==> src/rtl/fetch_sequencer_pkg.sv <==
// -----------------------------------------------------------------------------
// fetch_pack
// Shared types and constants for the fetch sequencer:
//   fetch_state_t  : sequencer state (IDLE, RUN, HALT, FAULT)
//   fault_t        : 2-bit fault code reported on fault_code
//   SUB_VEC_P1..P3 : per-program subroutine entry points, 16 x 10-bit each,
//                    indexed by call_idx. Zero entries are unused vectors.
// No ports (package).
// -----------------------------------------------------------------------------
package fetch_pack;

  typedef enum logic [1:0] {
    IDLE  = 2'd0,
    RUN   = 2'd1,
    HALT  = 2'd2,
    FAULT = 2'd3
  } fetch_state_t;

  typedef enum logic [1:0] {
    FLT_NONE      = 2'b00,
    FLT_OVERFLOW  = 2'b01,
    FLT_UNDERFLOW = 2'b10
  } fault_t;

  localparam int SUB_W = 10;

  localparam logic [SUB_W-1:0] SUB_VEC_P1 [16] = '{
    10'd64,  10'd128, 10'd192, 10'd256, 10'd0, 10'd0, 10'd0, 10'd0,
    10'd0,   10'd0,   10'd0,   10'd0,   10'd0, 10'd0, 10'd0, 10'd0
  };

  localparam logic [SUB_W-1:0] SUB_VEC_P2 [16] = '{
    10'd32,  10'd96,  10'd160, 10'd224, 10'd288, 10'd352, 10'd0, 10'd0,
    10'd0,   10'd0,   10'd0,   10'd0,   10'd0,   10'd0,   10'd0, 10'd0
  };

  localparam logic [SUB_W-1:0] SUB_VEC_P3 [16] = '{
    10'd100, 10'd200, 10'd300, 10'd400, 10'd512, 10'd640, 10'd768, 10'd1020,
    10'd0,   10'd0,   10'd0,   10'd0,   10'd0,   10'd0,   10'd0,   10'd0
  };

endpackage

==> src/rtl/sub_vector_table.sv <==
// -----------------------------------------------------------------------------
// sub_vector_table
// Combinational subroutine vector lookup. The PROGRAM parameter picks which
// vector set is used, matching the program loaded in instruction memory.
// Unknown PROGRAM values and unused indices yield address 0.
// Ports:
//   call_idx  in  4      subroutine index from the decoder
//   sub_addr  out SUB_W  subroutine entry address
// -----------------------------------------------------------------------------
module sub_vector_table
  import fetch_pack::*;
#(
  parameter int PROGRAM = 3
) (
  input  logic [3:0]       call_idx,
  output logic [SUB_W-1:0] sub_addr
);

  always_comb begin
    sub_addr = '0;
    case (PROGRAM)
      1:       sub_addr = SUB_VEC_P1[call_idx];
      2:       sub_addr = SUB_VEC_P2[call_idx];
      3:       sub_addr = SUB_VEC_P3[call_idx];
      default: sub_addr = '0;
    endcase
  end

endmodule

==> src/rtl/fetch_sequencer.sv <==
// -----------------------------------------------------------------------------
// fetch_sequencer
// PC generator feeding instruction memory. One instruction per cycle, no delay
// slots. Supports sequential fetch, absolute branch, forward skip, subroutine
// call/return through a hardware return stack, and halt.
// Optional feature: define FETCH_PERF_EN to add the cycle_cnt / instr_cnt
// performance counters (saturating, frozen outside RUN).
// Ports:
//   clk, rst_n             clock (rising edge), synchronous active-low reset
//   start                  leave IDLE, begin fetch at pc 0
//   stall                  freeze pc, stack and state this cycle
//   br_taken, br_target    absolute branch to zero-extended br_target
//   skip_taken, skip_off   skip skip_off instructions past pc+1
//   call, call_idx         push pc+1, jump to subroutine vector
//   ret                    pop return address
//   halt                   stop fetching
//   pc                     fetch address
//   running/halted/fault   state decodes
//   fault_code             00 none, 01 overflow, 10 underflow
//   depth                  return-stack occupancy
//   cycle_cnt, instr_cnt   (FETCH_PERF_EN only) RUN cycles / unstalled RUN cycles
// -----------------------------------------------------------------------------
module fetch_sequencer
  import fetch_pack::*;
#(
  parameter int PC_W        = 10,
  parameter int STACK_DEPTH = 4,
  parameter int PROGRAM     = 3
) (
  input  logic                               clk,
  input  logic                               rst_n,
  input  logic                               start,
  input  logic                               stall,
  input  logic                               br_taken,
  input  logic [7:0]                         br_target,
  input  logic                               skip_taken,
  input  logic [2:0]                         skip_off,
  input  logic                               call,
  input  logic [3:0]                         call_idx,
  input  logic                               ret,
  input  logic                               halt,
  output logic [PC_W-1:0]                    pc,
  output logic                               running,
  output logic                               halted,
  output logic                               fault,
  output logic [1:0]                         fault_code,
  output logic [$clog2(STACK_DEPTH+1)-1:0]   depth
`ifdef FETCH_PERF_EN
  ,
  output logic [15:0]                        cycle_cnt,
  output logic [15:0]                        instr_cnt
`endif
);

  localparam int DEPTH_W = $clog2(STACK_DEPTH+1);

  fetch_state_t            state_q, state_d;
  fault_t                  fault_code_q, fault_code_d;
  logic [PC_W-1:0]         pc_q, pc_d;
  logic [DEPTH_W-1:0]      depth_q, depth_d;
  logic [PC_W-1:0]         stack_q [STACK_DEPTH];
  logic [PC_W-1:0]         stack_d [STACK_DEPTH];

  logic [SUB_W-1:0]        sub_addr;
  logic [PC_W-1:0]         pc_inc;
  logic [PC_W-1:0]         pc_skip;
  logic [PC_W-1:0]         stack_top;

  sub_vector_table #(
    .PROGRAM (PROGRAM)
  ) u_sub_vector_table (
    .call_idx (call_idx),
    .sub_addr (sub_addr)
  );

  // Natural PC_W-bit adders give the required modulo-2**PC_W wrap.
  assign pc_inc  = pc_q + PC_W'(1);
  assign pc_skip = pc_inc + PC_W'(skip_off);

  // Top-of-stack read: entry depth_q-1. A compare loop avoids an index
  // wider than the array when DEPTH_W exceeds log2(STACK_DEPTH).
  always_comb begin
    stack_top = '0;
    for (int i = 0; i < STACK_DEPTH; i++) begin
      if (DEPTH_W'(i + 1) == depth_q) stack_top = stack_q[i];
    end
  end

  always_comb begin
    state_d      = state_q;
    fault_code_d = fault_code_q;
    pc_d         = pc_q;
    depth_d      = depth_q;
    stack_d      = stack_q;

    case (state_q)
      IDLE: begin
        if (start) state_d = RUN;
      end
      RUN: begin
        if (!stall) begin
          if (halt) begin
            state_d = HALT;
          end else if (ret) begin
            if (depth_q == '0) begin
              state_d      = FAULT;
              fault_code_d = FLT_UNDERFLOW;
            end else begin
              pc_d    = stack_top;
              depth_d = depth_q - DEPTH_W'(1);
            end
          end else if (call) begin
            if (depth_q == DEPTH_W'(STACK_DEPTH)) begin
              state_d      = FAULT;
              fault_code_d = FLT_OVERFLOW;
            end else begin
              for (int i = 0; i < STACK_DEPTH; i++) begin
                if (DEPTH_W'(i) == depth_q) stack_d[i] = pc_inc;
              end
              pc_d    = PC_W'(sub_addr);
              depth_d = depth_q + DEPTH_W'(1);
            end
          end else if (br_taken) begin
            pc_d = PC_W'(br_target);
          end else if (skip_taken) begin
            pc_d = pc_skip;
          end else begin
            pc_d = pc_inc;
          end
        end
      end
      default: ;  // HALT and FAULT hold until reset
    endcase
  end

  always_ff @(posedge clk) begin
    if (!rst_n) begin
      state_q      <= IDLE;
      fault_code_q <= FLT_NONE;
      pc_q         <= '0;
      depth_q      <= '0;
      for (int i = 0; i < STACK_DEPTH; i++) stack_q[i] <= '0;
    end else begin
      state_q      <= state_d;
      fault_code_q <= fault_code_d;
      pc_q         <= pc_d;
      depth_q      <= depth_d;
      stack_q      <= stack_d;
    end
  end

`ifdef FETCH_PERF_EN
  logic [15:0] cycle_cnt_q, cycle_cnt_d;
  logic [15:0] instr_cnt_q, instr_cnt_d;

  always_comb begin
    cycle_cnt_d = cycle_cnt_q;
    instr_cnt_d = instr_cnt_q;
    if (state_q == RUN) begin
      if (cycle_cnt_q != 16'hFFFF) cycle_cnt_d = cycle_cnt_q + 16'd1;
      if (!stall && instr_cnt_q != 16'hFFFF) instr_cnt_d = instr_cnt_q + 16'd1;
    end
  end

  always_ff @(posedge clk) begin
    if (!rst_n) begin
      cycle_cnt_q <= '0;
      instr_cnt_q <= '0;
    end else begin
      cycle_cnt_q <= cycle_cnt_d;
      instr_cnt_q <= instr_cnt_d;
    end
  end

  assign cycle_cnt = cycle_cnt_q;
  assign instr_cnt = instr_cnt_q;
`endif

  assign pc         = pc_q;
  assign running    = (state_q == RUN);
  assign halted     = (state_q == HALT);
  assign fault      = (state_q == FAULT);
  assign fault_code = fault_code_q;
  assign depth      = depth_q;

endmodule

==> config.mk <==
export PLATFORM = sky130hd
export DESIGN_NAME = fetch_sequencer
export DESIGN_NICKNAME = d
export VERILOG_FILES = /design/src/rtl/fetch_sequencer_pkg.sv /design/src/rtl/sub_vector_table.sv /design/src/rtl/fetch_sequencer.sv
export SDC_FILE = /design/constraint.sdc
export NUM_CORES = 1
export LEC_CHECK = 0
export CAP_MARGIN = 5
export CORE_MARGIN = 2
export CORE_UTILIZATION = 25
export CTS_CLUSTER_SIZE = 28
export DETAILED_ROUTE_END_ITERATION = 16
export PLACE_DENSITY = 0.44
export SLEW_MARGIN = 20
export SYNTH_ARGS = -nofsm -noshare
export SYNTH_HDL_FRONTEND = slang
export SYNTH_SLANG_ARGS = --single-unit
==> constraint.sdc <==
create_clock -name clk -period 2.89 [get_ports clk]
set_input_delay 0.4335 -clock clk [delete_from_list [all_inputs] [get_ports clk]]
set_output_delay 0.4335 -clock clk [all_outputs]
set_load 0.1 [all_outputs]
==> results of run 1 <==
-- synthesized netlist by cell type, types with 4 or more instances --
cell       count  share of area
nor2_1        65          0.072
dfxtp_1       57           0.34
a21oi_1       37          0.054
a211oi_1      34          0.075
nand2_1       31          0.034
o21ai_0       25          0.037
clkbuf_1      22          0.024
nand3_1       17          0.025
inv_1         15          0.017
ha_1          11          0.040
xnor2_1       10          0.026
buf_2          8          0.012
mux2i_1        8          0.024
nor2b_1        8          0.015
o2111ai_1      6          0.015
a31oi_1        5         0.0092
and2_1         5         0.0092
and3_1         5         0.0092
o211ai_1       5          0.011
nand2b_1       4         0.0073
nor3_1         4         0.0059
xor2_1         4          0.010
-- layout by cell type, fill, tap and decap left out, types with 3 or more instances in the layout --
cell type,synthesis,layout
nor2_1,65,65
dfxtp_1,57,54
a21oi_1,37,37
a211oi_1,34,34
buf_4,1,32
nand2_1,31,31
o21ai_0,25,25
clkdlybuf4s50_1,0,23
nand3_1,17,17
inv_1,15,15
ha_1,11,11
xnor2_1,10,10
clkbuf_16,0,9
mux2i_1,8,8
nor2b_1,8,8
o2111ai_1,6,6
and2_1,5,5
a31oi_1,5,5
o211ai_1,5,5
and3_1,5,5
nor3_1,4,4
xor2_1,4,4
nand2b_1,4,4
o221ai_1,3,3
-- metal layers --
layer / wire length (µm) / vias up / track usage
met5: 0 / - / 0
met4: 213 / 0 / 0.0552
met3: 343 / 13 / 0.0264
met2: 4620 / 63 / 0.218
met1: 4930 / 1462 / 0.194
li1: - / 1598 / -
-- flip-flops by register name, indices dropped and copies added, names as in the netlist --
name / flops
depth: 3
fault_code: 2
pc: 10
stack_q: 40
state_q: 2
-- stage by stage --
stage                     setup WS [ns]  power, mW
after global placement            0.155       1.07
after global routing             0.0286       2.31
final                             0.269       2.23
after CTS                         0.261       2.26
after floorplan                  0.0913      0.978
after detailed placement          0.124       1.07
-- path summary, 6_finish.rpt --
check / from / endpoint / cells after the start
max: pc[0] / pc[4] / 9
min reg2reg: stack_q[31] / stack_q[31] / 2
max reg2reg: pc[0] / pc[4] / 9
min: stack_q[31] / stack_q[31] / 2
-- power breakdown --
part / switching (mW) / leakage, nW / internal [mW]
registers: 0.0137 / 0.462 / 0.795
logic: 0.155 / 0.851 / 0.0878
clock network: 0.378 / 0.166 / 0.798
total: 0.547 / 1.48 / 1.68
-- area by class of cell --
class	instances	area [µm²]
clock inverter	5	76.3
fill	1398	9040
multi-input combinational	321	1980
inverter	16	60.1
timing repair buffer	57	510
clock buffer	11	253
sequential	57	1150
tap	176	220
-- kinds of logic after synthesis --
group	count (synthesis)	share of synthesized area
compound gates	129	0.251
mux	9	0.0268
buf+inv	53	0.0820
xor+xnor	14	0.0360
simple gates	157	0.223
flops	57	0.335
fa+ha+maj	12	0.0463
-- worst max-delay path, delay by kind of cell (launching register included) --
| family | cells | cell delay, ns |
|---|---|---|
| AND/OR/NAND/NOR | 4 | 0.92 |
| AO/OA/AOI/OAI | 2 | 0.24 |
| flip-flops | 1 | 0.39 |
| adder cells (fa/ha/maj) | 2 | 0.90 |
| buffers and inverters | 1 | 0.10 |
==> flow_summary.json, run 1 <==
{
  "status": "finished, final reports clean",
  "cts_buffer_depth": 2,
  "io_buffer_count": 41,
  "cts_buffers": 9,
  "grt_max_degree": 53,
  "layout-drive-gt1-share": 0.139,
  "stdcell_area_mm2": 0.00425,
  "synth_warnings": 0,
  "ant_nets": 0,
  "fmax_mhz": 382,
  "ios": 42,
  "cp.arrival_ns": 2.88,
  "cts_root_buf": "clkbuf_16",
  "critPathRequiredTime_ns": 3.15,
  "initialDrtViolationCount": 188,
  "via_count": 3136,
  "synthFlopType": "dfxtp_1",
  "syn_nets": 467,
  "grtUsageTotal": 0.141,
  "dp_hpwl_um": 7290,
  "synthArstFlopShare": 0,
  "post-cts-setup-buffers": 0,
  "final_hold_viol_count": 0,
  "antenna_found_initial": 0,
  "routedWlPerCell_um": 15.7,
  "start_util": 0.256,
  "cts.repair.resized": 0,
  "period_share": 0.907,
  "slowest_stage": "or4b_2",
  "drt_first_pass_iters": 4,
  "area_delta_synth_final_pct": 25.0,
  "worstMarginPinSlew_ns": 0.843,
  "synth-edff-count": 0,
  "path_common_cell": "nand3_1",
  "drc": 0,
  "dp.cells": 627,
  "htreeDepth": 3,
  "utilization": 0.320,
  "die_h_um": 121,
  "tritoncts": "done",
  "cts.clk_slew.worst_paths_ns": 0.05,
  "final_nets": 498,
  "synth.distinct_cells": 54,
  "syn-cell-area_mm2": 0.00340,
  "cts.sinks": 57,
  "min_path_type": "reg -> reg",
  "placementRows": 42,
  "start_kind": "register",
  "synth_seq_cells": 57,
  "ys_seq_area_frac": 0.335,
  "clk-insertion-delay-late_ns": 0.33,
  "reg2reg_slack_ns": 0.27,
  "core_mm2": 0.0133,
  "gp_congestion": 0.766,
  "fin_skew_ns": 0.00615,
  "grt_pass1_wl_um": 16000,
  "max-slew-margin-rel": 0.436,
  "ir_drop_v": 0.000260,
  "slew_violations": 0,
  "finalCriticalPeriod_ns": 2.62,
  "grt_pass1_vias": 2901,
  "cpPeakStageDelay_ns": 0.62,
  "final_cell_count_no_fill": 643,
  "routed_wl_um": 10100,
  "p_per_area_mw_per_mm2": 524,
  "netlist_instances": 431,
  "dieArea_mm2": 0.0146,
  "n_antenna_cell": 0,
  "die_w_um": 121,
  "vias_per_cell": 4.88,
  "hold_buffers": 0,
  "path_max_fanout": 12,
  "globalRouteOverflowTotal": 0,
  "cap_violations": 0,
  "worstSetupEndpointType": "register",
  "crit_type": "reg -> reg",
  "finalSetupTns_ns": 0,
  "rsz0062_at_grt": "false",
  "p_leak_nw": 1.48,
  "avgSynthCellArea_um2": 7.90,
  "whs_ns": 0.456,
  "placed_area_mm2": 0.00393,
  "setup_viol": 0,
  "cp_cell_sequence": "ha_1, inv_1, fa_1, nor2b_1, o21ai_0, or4b_2, nand3_1, nand3_1, a21oi_1"
}
Note: power is estimated with default switching activity, not from simulation.
==> inputs of run 2 (changes only) <==
--- a/config.mk
+++ b/config.mk
@@ -5,7 +5,7 @@
 export SDC_FILE = /design/constraint.sdc
 export NUM_CORES = 1
 export LEC_CHECK = 0
-export CAP_MARGIN = 5
+export CAP_MARGIN = 20
 export CORE_MARGIN = 2
 export CORE_UTILIZATION = 25
 export CTS_CLUSTER_SIZE = 28
==> results of run 2 <==
Final layout, timing and power as in run 1 (identical DEF).
